`src/rtl/imem_pkg.sv`:
```
// Shared types and constants for the instruction-memory arbiter slice.
package imem_pkg;

   typedef enum logic {
      BOOT = 1'b0,
      RUN  = 1'b1
   } imem_state_t;

   localparam int unsigned IMEM_ADDR_W = 6;
   localparam int unsigned IMEM_DATA_W = 32;

   // ADDI x0,x0,0
   localparam logic [31:0] RV_NOP = 32'h00000013;

endpackage

```
`src/rtl/imem_rr_hold.sv`:
```
// Loader starvation guard: counts consecutive fetch grants that a pending
// loader write has lost, and forces the loader through at MAX_HOLD.
module imem_rr_hold
   import imem_pkg::*;
#(
   parameter int unsigned MAX_HOLD = 4
) (
   input  logic clk,
   input  logic rst_n,
   input  logic ldr_valid,
   input  logic fetch_gnt,
   input  logic ldr_gnt,
   output logic force_ldr
);

   logic [3:0] hold_cnt;

   // Count fetch wins against a waiting loader; clear when the loader is served or withdraws.
   always_ff @(posedge clk or negedge rst_n) begin
      if (!rst_n) begin
         hold_cnt <= '0;
      end else if (!ldr_valid || ldr_gnt) begin
         hold_cnt <= '0;
      end else if (fetch_gnt) begin
         hold_cnt <= hold_cnt + 4'd1;
      end
   end

   // Loader takes priority once it has lost MAX_HOLD times in a row.
   always_comb begin
      force_ldr = (hold_cnt == 4'(MAX_HOLD));
   end

endmodule

```
`src/rtl/imem_arbiter.sv`:
```
// Single-port instruction memory arbiter: boot-time loader ownership, then
// fetch-priority arbitration with bounded loader starvation at run time.
module imem_arbiter
   import imem_pkg::*;
#(
   parameter int unsigned ADDR_W   = IMEM_ADDR_W,
   parameter int unsigned DATA_W   = IMEM_DATA_W,
   parameter int unsigned MAX_HOLD = 4,
   parameter logic [DATA_W-1:0] NOP_WORD = DATA_W'(RV_NOP)
) (
   input  logic              clk,
   input  logic              rst_n,
   input  logic              cpu_req_i,
   input  logic [31:0]       cpu_addr_i,
   output logic              cpu_gnt_o,
   output logic              cpu_rvalid_o,
   output logic [DATA_W-1:0] cpu_rdata_o,
   output logic              cpu_err_o,
   output logic              cpu_run_o,
   input  logic              ldr_valid_i,
   input  logic [ADDR_W-1:0] ldr_addr_i,
   input  logic [DATA_W-1:0] ldr_wdata_i,
   output logic              ldr_ready_o,
   input  logic              ldr_done_i,
   output logic [ADDR_W:0]   ldr_count_o,
   output logic              mem_en_o,
   output logic              mem_we_o,
   output logic [ADDR_W-1:0] mem_addr_o,
   output logic [DATA_W-1:0] mem_wdata_o,
   input  logic [DATA_W-1:0] mem_rdata_i
);

   localparam logic [ADDR_W:0] COUNT_FULL = {1'b1, {ADDR_W{1'b0}}};

   imem_state_t       state;
   logic              force_ldr;
   logic              fault;
   logic              ldr_acc;
   logic [ADDR_W-1:0] fetch_idx;

   imem_rr_hold #(
      .MAX_HOLD (MAX_HOLD)
   ) u_hold (
      .clk       (clk),
      .rst_n     (rst_n),
      .ldr_valid (ldr_valid_i),
      .fetch_gnt (cpu_gnt_o),
      .ldr_gnt   (ldr_acc),
      .force_ldr (force_ldr)
   );

   // Arbitration and memory port steering; port is idle while in reset.
   always_comb begin
      fetch_idx = cpu_addr_i[ADDR_W+1:2];
      fault     = (cpu_addr_i[1:0] != 2'b00) || (|cpu_addr_i[31:ADDR_W+2]);
      if (state == BOOT) begin
         ldr_ready_o = 1'b1;
         cpu_gnt_o   = 1'b0;
      end else begin
         ldr_ready_o = !cpu_req_i || force_ldr;
         cpu_gnt_o   = cpu_req_i && !(ldr_valid_i && ldr_ready_o);
      end
      ldr_acc     = ldr_valid_i && ldr_ready_o;
      mem_en_o    = rst_n && (ldr_acc || (cpu_gnt_o && !fault));
      mem_we_o    = rst_n && ldr_acc;
      mem_addr_o  = '0;
      mem_wdata_o = '0;
      if (rst_n) begin
         mem_addr_o  = ldr_acc ? ldr_addr_i : fetch_idx;
         mem_wdata_o = ldr_acc ? ldr_wdata_i : '0;
      end
   end

   // Boot/run FSM with registered core enable; done is only honoured in BOOT.
   always_ff @(posedge clk or negedge rst_n) begin
      if (!rst_n) begin
         state     <= BOOT;
         cpu_run_o <= 1'b0;
      end else begin
         case (state)
            BOOT: begin
               if (ldr_done_i) begin
                  state     <= RUN;
                  cpu_run_o <= 1'b1;
               end
            end
            RUN: begin
               state     <= RUN;
               cpu_run_o <= 1'b1;
            end
            default: begin
               state     <= BOOT;
               cpu_run_o <= 1'b0;
            end
         endcase
      end
   end

   // Fetch response flags, one cycle behind the grant.
   always_ff @(posedge clk or negedge rst_n) begin
      if (!rst_n) begin
         cpu_rvalid_o <= 1'b0;
         cpu_err_o    <= 1'b0;
      end else begin
         cpu_rvalid_o <= cpu_gnt_o;
         cpu_err_o    <= cpu_gnt_o && fault;
      end
   end

   // Response data comes straight from the memory's output register.
   always_comb begin
      cpu_rdata_o = '0;
      if (cpu_rvalid_o) begin
         cpu_rdata_o = cpu_err_o ? NOP_WORD : mem_rdata_i;
      end
   end

   // Saturating count of accepted loader writes.
   always_ff @(posedge clk or negedge rst_n) begin
      if (!rst_n) begin
         ldr_count_o <= '0;
      end else if (ldr_acc && (ldr_count_o != COUNT_FULL)) begin
         ldr_count_o <= ldr_count_o + 1'b1;
      end
   end

endmodule

```
`config.mk`:
```
export PLATFORM = sky130hd
export DESIGN_NAME = imem_arbiter
export DESIGN_NICKNAME = d
export VERILOG_FILES = /design/src/rtl/imem_pkg.sv /design/src/rtl/imem_rr_hold.sv /design/src/rtl/imem_arbiter.sv
export SDC_FILE = /design/constraint.sdc
export NUM_CORES = 1
export LEC_CHECK = 0
export ABC_AREA = 0
export BUFFER_PORTS_ARGS = -buffer_cell sky130_fd_sc_hd__buf_2
export CAP_MARGIN = 10
export CORE_AREA = 2 2 73 75
export CTS_CLUSTER_DIAMETER = 120
export DETAILED_ROUTE_END_ITERATION = 10
export DIE_AREA = 0 0 75 77
export PLACE_DENSITY = 0.73
export SYNTH_ARGS = -nofsm -noshare
export SYNTH_HDL_FRONTEND = slang
export SYNTH_SLANG_ARGS = --single-unit
```
`constraint.sdc`:
```
create_clock -name clk -period 2.6 [get_ports clk]
set_input_delay 0.39 -clock clk [delete_from_list [all_inputs] [get_ports clk]]
set_output_delay 0.39 -clock clk [all_outputs]
set_load 0.005 [all_outputs]
```
==> out/qor.yml, run 1 <==
timing:
  clock-skew-final_ns: 0.00166
  hold_viol_final: 0
  fin_ws_ns: 0.264
  maxSlewHeadroom_pct: 59.4
  tightest_slew_ns: 0.609
  rsz0062_at_grt: "false"
  tns_ns: 0
  fmax_mhz: 428
  period_minus_slack_ns: 2.34
  timing.final.crit_share_pct: 89.8
  finalSetupViolCount: 0
  slew_viol_final: 0
synthesis:
  avgSynthCellArea_um2: 8.03
  synth.largest_area_cell: "dfrtp_1"
  synthMuxAreaShare_pct: 1.12
  ys.flop_type: "dfrtp_1"
  synth_cell_types: 30
  synth_top_cells_by_count: "34 x and3_1, 30 x and2_1, 16 x nand2_1"
  yosys.area_share.simple_pct: 45.4
  synth-compound-area-share_pct: 9.33
  synth_fa_ha_area_share_pct: 3.73
  synthArstFlopShare_pct: 100
  synth.most_common_cell: "and3_1"
  synthCells: 167
  ys_ff_latch: 15
  synth_top_family_by_area: "simple AND/OR/NAND/NOR gates"
  netlist_area_mm2: 0.00134
  synth_edf_count: 0
  synthTopCellsByArea: "dfrtp_1 28%, and3_1 16%, and2_1 14%"
  yosysSeqAreaShare_pct: 28.0
  synth_top_cell_area_share_pct: 28.0
  yosys_warnings: 0
  synth_nets: 278
  synthXorXnorAreaFrac_pct: 4.57
critical_path:
  max_stage_delay_ns: 0.40
  path_cells: "inv_1 -> ha_1 -> and4b_1 -> a21o_1 -> buf_12 -> nand2_1 -> a21boi_1 -> buf_2"
  crit_fanout: 38
  worstPathRequired_ns: 2.21
  reg2reg_slack_ns: 0.72
  crit_end: "mem_addr_o[1]"
  crit_buf_inv: 3
  crit_family: "buffers and inverters"
  cpMaxStageDelayCell: "dfrtp_1"
  r2r-end: "ldr_count_o[1]$_DFFE_PN0P_"
  path_depth: 8
  rr_startpoint: "u_hold.hold_cnt[0]$_DFFE_PN0P_"
  cp-startpoint: "u_hold.hold_cnt[0]$_DFFE_PN0P_"
  start_kind: "register"
  cp.arrival_ns: 1.95
  cp-end-kind: "primary output"
  crit_type: "reg -> out"
  r2r_cells: 7
clock_network:
  holdBufCountCts: 0
  ctsHtreeMaxLevel: 1
  cts-resized-gates: 0
  clk_path_buf_depth: 2
  cts.sinks: 15
  cts_setup_buffers: 0
  tritoncts: "built"
  path_clk_slew_ns: 0.06
  cts_inserted_buffers: 3
  clock_latency_ns: 0.24
  ctsRootBufferMaster: "clkbuf_8"
power_and_ir_drop:
  p_sw_mw: 0.285
  seqPwrFrac_pct: 39.9
  comb_power_share_pct: 39.3
  irDropWorstVdd_mv: 0.224
  power_density_mw_per_mm2: 366
  clockPowerShare_pct: 20.8
  p_int_mw: 0.586
  power_leakage_nw: 1.53
  swShare_pct: 32.7
place:
  dp_slack_ns: 0.494
  io_buffers: 190
  detailed_place_hpwl_um: 4240
  place_congestion: 0.751
routing:
  vias: 1847
  via_per_inst: 4.38
  dr.first_iter.drc_count: 31
  antenna_left: 0
  post_drt_wl_per_cell_um: 12.0
  firstDrtPassIters: 4
  route.detailed.drc: 0
  wl_um: 5060
die:
  die-area_mm2: 0.00578
  fp.dieW_um: 75
  fp.coreArea_mm2: 0.00498
  die_y_um: 77
  start_util_pct: 26.9
  ioPinCount: 191
  rows: 26
finish:
  final_nets: 464
  syn_to_final_growth_pct: 77.2
  layout-drive-gt1-share_pct: 56.5
  final_util_pct: 47.8
  antenna_cells: 0
global_route:
  grt_pass1_wl_um: 7430
  grtUsageTotal_pct: 15.9
  grt_pass1_vias: 1628
  antenna_found_initial: 0
  grt_max_degree: 46
  grt.overflow.total: 0
min_path:
  min_path_type: "in -> async"
flow_run:
  drv_cap: 0
status:
  outcome: "finished, final reports clean"
-- per-stage QoR --
stage	instance area [um^2]	total power [mW]	hold slack [ns]	instances
detailed placement	2320	0.695	0.418	417
floorplan	1340	0.501	0.0944	167
global route	2380	0.945	0.190	422
global placement	2320	0.684	0.409	417
CTS	2370	0.881	0.161	421
finish	2380	0.871	0.162	422
-- registers in the layout (all words and copies together) (netlist names) --
register	cells
cpu_err_o	1
cpu_run_o	1
cpu_rvalid_o	1
ldr_count_o	7
state	1
u_hold.hold_cnt	4
-- final cells by class --
type                            count  area, um^2
Clock buffer                        4        45.0
Fill cell                         516        2600
Inverter                            6        22.5
Multi-Input combinational cell    134         861
Sequential cell                    15         375
Tap cell                           70        87.6
Timing Repair Buffer              193         986
-- how the worst min path moves through the flow --
stage          start                          to  cells past startpoint
2_1_floorplan  rst_n         cpu_err_o$_DFF_PN0_                      0
3_3_place_gp   rst_n  ldr_count_o[1]$_DFFE_PN0P_                      1
3_5_place_dp   rst_n  ldr_count_o[1]$_DFFE_PN0P_                      1
4_1_cts        rst_n      cpu_rvalid_o$_DFF_PN0_                      1
5_1_grt        rst_n      cpu_rvalid_o$_DFF_PN0_                      1
6_report       rst_n  ldr_count_o[1]$_DFFE_PN0P_                      1
-- routing by layer --
layer / vias up / wire (um) / share of wire (%) / track usage, %
li1: 944 / - / - / -
met1: 806 / 2010 / 40 / 18.7
met2: 93 / 2580 / 51 / 28.8
met3: 4 / 422 / 8.3 / 2.37
met4: 0 / 42 / 0.83 / 4.29
met5: - / 0 / 0 / 0
-- power groups by stage --
stage | logic (mW) | clock network (mW) | registers (mW)
floorplan | 0.161 | 0 | 0.340
global placement | 0.336 | 0 | 0.348
detailed placement | 0.344 | 0 | 0.351
global route | 0.386 | 0.200 | 0.358
CTS | 0.346 | 0.188 | 0.347
finish | 0.342 | 0.181 | 0.347
-- cells by family after synthesis --
family | Yosys count
simple gates | 105
flops | 15
xor+xnor | 7
buf+inv | 18
mux | 1
fa+ha+maj | 4
compound gates | 17
-- placed cells by master (no fill, tap or decap), types with 4 or more instances in the layout --
cell      count
dfrtp_1      15
xnor2_1       6
nand2_1      16
nor4_1        7
nor2_1        6
ha_1          4
and3_1       34
o21a_1        4
inv_1         6
and2_1       30
nand4_1       4
buf_2       190
a21boi_1      6
No activity file was read; power rests on OpenSTA's default activity.
==> run 2: changes to the inputs <==
--- a/config.mk
+++ b/config.mk
@@ -8,11 +8,13 @@
 export ABC_AREA = 0
 export BUFFER_PORTS_ARGS = -buffer_cell sky130_fd_sc_hd__buf_2
 export CAP_MARGIN = 10
-export CORE_AREA = 2 2 73 75
+export CELL_PAD_IN_SITES_DETAIL_PLACEMENT = 0
+export CELL_PAD_IN_SITES_GLOBAL_PLACEMENT = 1
+export CORE_MARGIN = 2
+export CORE_UTILIZATION = 20
 export CTS_CLUSTER_DIAMETER = 120
 export DETAILED_ROUTE_END_ITERATION = 10
-export DIE_AREA = 0 0 75 77
-export PLACE_DENSITY = 0.73
+export PLACE_DENSITY_LB_ADDON = 0.1
 export SYNTH_ARGS = -nofsm -noshare
 export SYNTH_HDL_FRONTEND = slang
 export SYNTH_SLANG_ARGS = --single-unit
==> run 2 against run 1 <==
Net effect: the flow now finishes with violations (DRC); highest routed layer unchanged; hold slack worse by 0.0037 ns; wire length grew 6.8%; critical endpoint is now mem_addr_o[4]; core utilization decreased by 10 points.
==> out/qor.yml, run 2 (synthesized netlist as in run 1, its figures left out) <==
critical_path:
  r2r_cells: 7  # unchanged
  reg2reg_slack_ns: 0.71  # was 0.72 ns
  r2r-end: "ldr_count_o[1]$_DFFE_PN0P_"  # unchanged
  crit_type: "reg -> out"  # unchanged
  max_stage_delay_ns: 0.41  # was 0.40 ns
  cp-end-kind: "primary output"  # unchanged
  cp-startpoint: "u_hold.hold_cnt[0]$_DFFE_PN0P_"  # unchanged
  crit_end: "mem_addr_o[4]"  # was mem_addr_o[1]
  worstPathRequired_ns: 2.21  # about the same
  rr_startpoint: "u_hold.hold_cnt[0]$_DFFE_PN0P_"  # unchanged
  cp.arrival_ns: 1.97  # was 1.95 ns
  cpMaxStageDelayCell: "dfrtp_1"  # unchanged
  crit_family: "buffers and inverters"  # unchanged
  path_depth: 8  # unchanged
  start_kind: "register"  # unchanged
  crit_fanout: 12  # was 38
  path_cells: "inv_1 -> ha_1 -> and4b_1 -> a21o_1 -> buf_4 -> nand2_1 -> a21boi_1 -> buf_2"  # was inv_1 -> ha_1 -> and4b_1 -> a21o_1 -> buf_12 -> nand2_1 -> a21boi_1 -> buf_2
  crit_buf_inv: 3  # unchanged
finish:
  layout.cells.most_common: "buf_2"  # unchanged
  nFillCells: 700  # was 516
  final_cell_mix: "190 x buf_2, 34 x and3_1, 30 x and2_1, 16 x nand2_1, 15 x dfrtp_1"  # unchanged
  final_nets: 465  # was 464
  stdcell_count: 430  # was 422
  final_util_pct: 37.3  # was 47.8%
  largest_register: "ldr_count_o"  # unchanged
  largest_register_ffs: 7  # unchanged
  layout-drive-gt1-share_pct: 56.7  # was 56.5%
  fin_area_mm2: 0.00239  # was 0.00238 mm^2
  antenna_cells: 0  # unchanged
  syn_to_final_growth_pct: 78.5  # was 77.2%
  top_regs: "ldr_count_o: 7 flops, u_hold.hold_cnt: 4 flops"  # unchanged
timing:
  rsz0062_at_grt: "false"  # unchanged
  finalSetupViolCount: 0  # unchanged
  maxSlewHeadroom_pct: 57.8  # was 59.4%
  fmax_mhz: 423  # was 428 MHz
  timing.final.crit_share_pct: 90.9  # was 89.8%
  period_minus_slack_ns: 2.36  # was 2.34 ns
  slew_viol_final: 0  # unchanged
  hold_viol_final: 0  # unchanged
  clock-skew-final_ns: 0.00327  # was 0.00166 ns
  tightest_slew_ns: 0.634  # was 0.609 ns
  fin_ws_ns: 0.237  # was 0.264 ns
  tns_ns: 0  # unchanged
  hold_ws_ns: 0.158  # was 0.162 ns
global_route:
  grt_pass1_vias: 1682  # was 1628
  grt_pass1_wl_um: 8250  # was 7430 um
  grt_max_degree: 47  # was 46
  grt.overflow.total: 0  # unchanged
  antenna_found_initial: 0  # unchanged
  grtUsageTotal_pct: 14.0  # was 15.9%
clock_network:
  clk_path_buf_depth: 2  # unchanged
  holdBufCountCts: 0  # unchanged
  cts.sinks: 15  # unchanged
  ctsRootBufferMaster: "clkbuf_8"  # unchanged
  path_clk_slew_ns: 0.06  # about the same
  tritoncts: "built"  # unchanged
  cts_inserted_buffers: 3  # unchanged
  cts-resized-gates: 0  # unchanged
  cts_setup_buffers: 0  # unchanged
  clock_latency_ns: 0.24  # about the same
  ctsHtreeMaxLevel: 1  # unchanged
routing:
  firstDrtPassIters: 7  # was 4
  post_drt_wl_per_cell_um: 12.6  # was 12.0 um
  antenna_left: 0  # unchanged
  dr.first_iter.drc_count: 62  # was 31
  wl_um: 5400  # was 5060 um
  route.detailed.drc: 15  # was 0
  vias: 1835  # was 1847
  via_per_inst: 4.27  # was 4.38
power_and_ir_drop:
  power_leakage_nw: 1.54  # was 1.53 nW
  power_density_mw_per_mm2: 364  # was 366 mW/mm^2
  irDropWorstVdd_mv: 0.241  # was 0.224 mV
  power_mw: 0.871  # about the same
die:
  fp.dieW_um: 85.9  # was 75 um
  die-area_mm2: 0.00738  # was 0.00578 mm^2
  rows: 29  # was 26
  start_util_pct: 20.9  # was 26.9%
  die_y_um: 85.9  # was 77 um
  ioPinCount: 191  # unchanged
  fp.coreArea_mm2: 0.00642  # was 0.00498 mm^2
place:
  io_buffers: 190  # unchanged
  dp_slack_ns: 0.504  # was 0.494 ns
  dpl_cell_area_mm2: 0.00235  # was 0.00232 mm^2
  dp.cells: 426  # was 417
  place_congestion: 0.763  # was 0.751
  detailed_place_hpwl_um: 4700  # was 4240 um
status:
  failed_checks: "DRC"
  outcome: "finished, violations left"  # was finished, final reports clean
min_path:
  min_path_type: "in -> async"  # unchanged
flow_run:
  drv_cap: 0  # unchanged
-- run 2: cell types whose count changed in the layout (fill, tap and decap cells not counted), sizes merged --
cell,previous run,this run
buf,193,194
-- run 2: worst register-to-register path, delay by kind of cell (launching register included) --
family                     cells  cell delay (ns)
DFF                            1             0.41
AOI/OAI and AO/OA              1             0.33
and+or+nand+nor                2             0.32
muxes                          1             0.29
buffers and inverters          2             0.28
adders and majority gates      1             0.15
-- run 2: how the worst min path moves through the flow --
stage                                                 to  slack, ns  cells past startpoint
after floorplan                      cpu_err_o$_DFF_PN0_       0.09                      0
after global placement    u_hold.hold_cnt[3]$_DFFE_PN0P_       0.43                      1
after detailed placement  u_hold.hold_cnt[3]$_DFFE_PN0P_       0.43                      1
after CTS                 u_hold.hold_cnt[3]$_DFFE_PN0P_       0.17                      1
after global routing      u_hold.hold_cnt[3]$_DFFE_PN0P_       0.20                      1
final                     u_hold.hold_cnt[3]$_DFFE_PN0P_       0.16                      1
-- run 2: area by class of cell --
cell class	count	area, um^2	share of cell area (%)
Sequential cell	15	375	15.7
Multi-Input combinational cell	134	861	36.0
Tap cell	77	96.3	4.03
Inverter	6	22.5	0.941
Clock buffer	4	45.0	1.88
Timing Repair Buffer	194	993	41.5
-- run 2: power breakdown --
group | internal [mW] | switching (mW)
combinational | 0.202 | 0.139
clock | 0.108 | 0.0742
sequential | 0.278 | 0.0698
-- run 2: per-layer routing --
layer	track usage [%]	up-vias	wire (um)
met2	27.5	96	2910
li1	-	944	-
met4	4.62	0	56
met1	14.9	791	1920
met5	0	-	0
met3	2.12	4	508
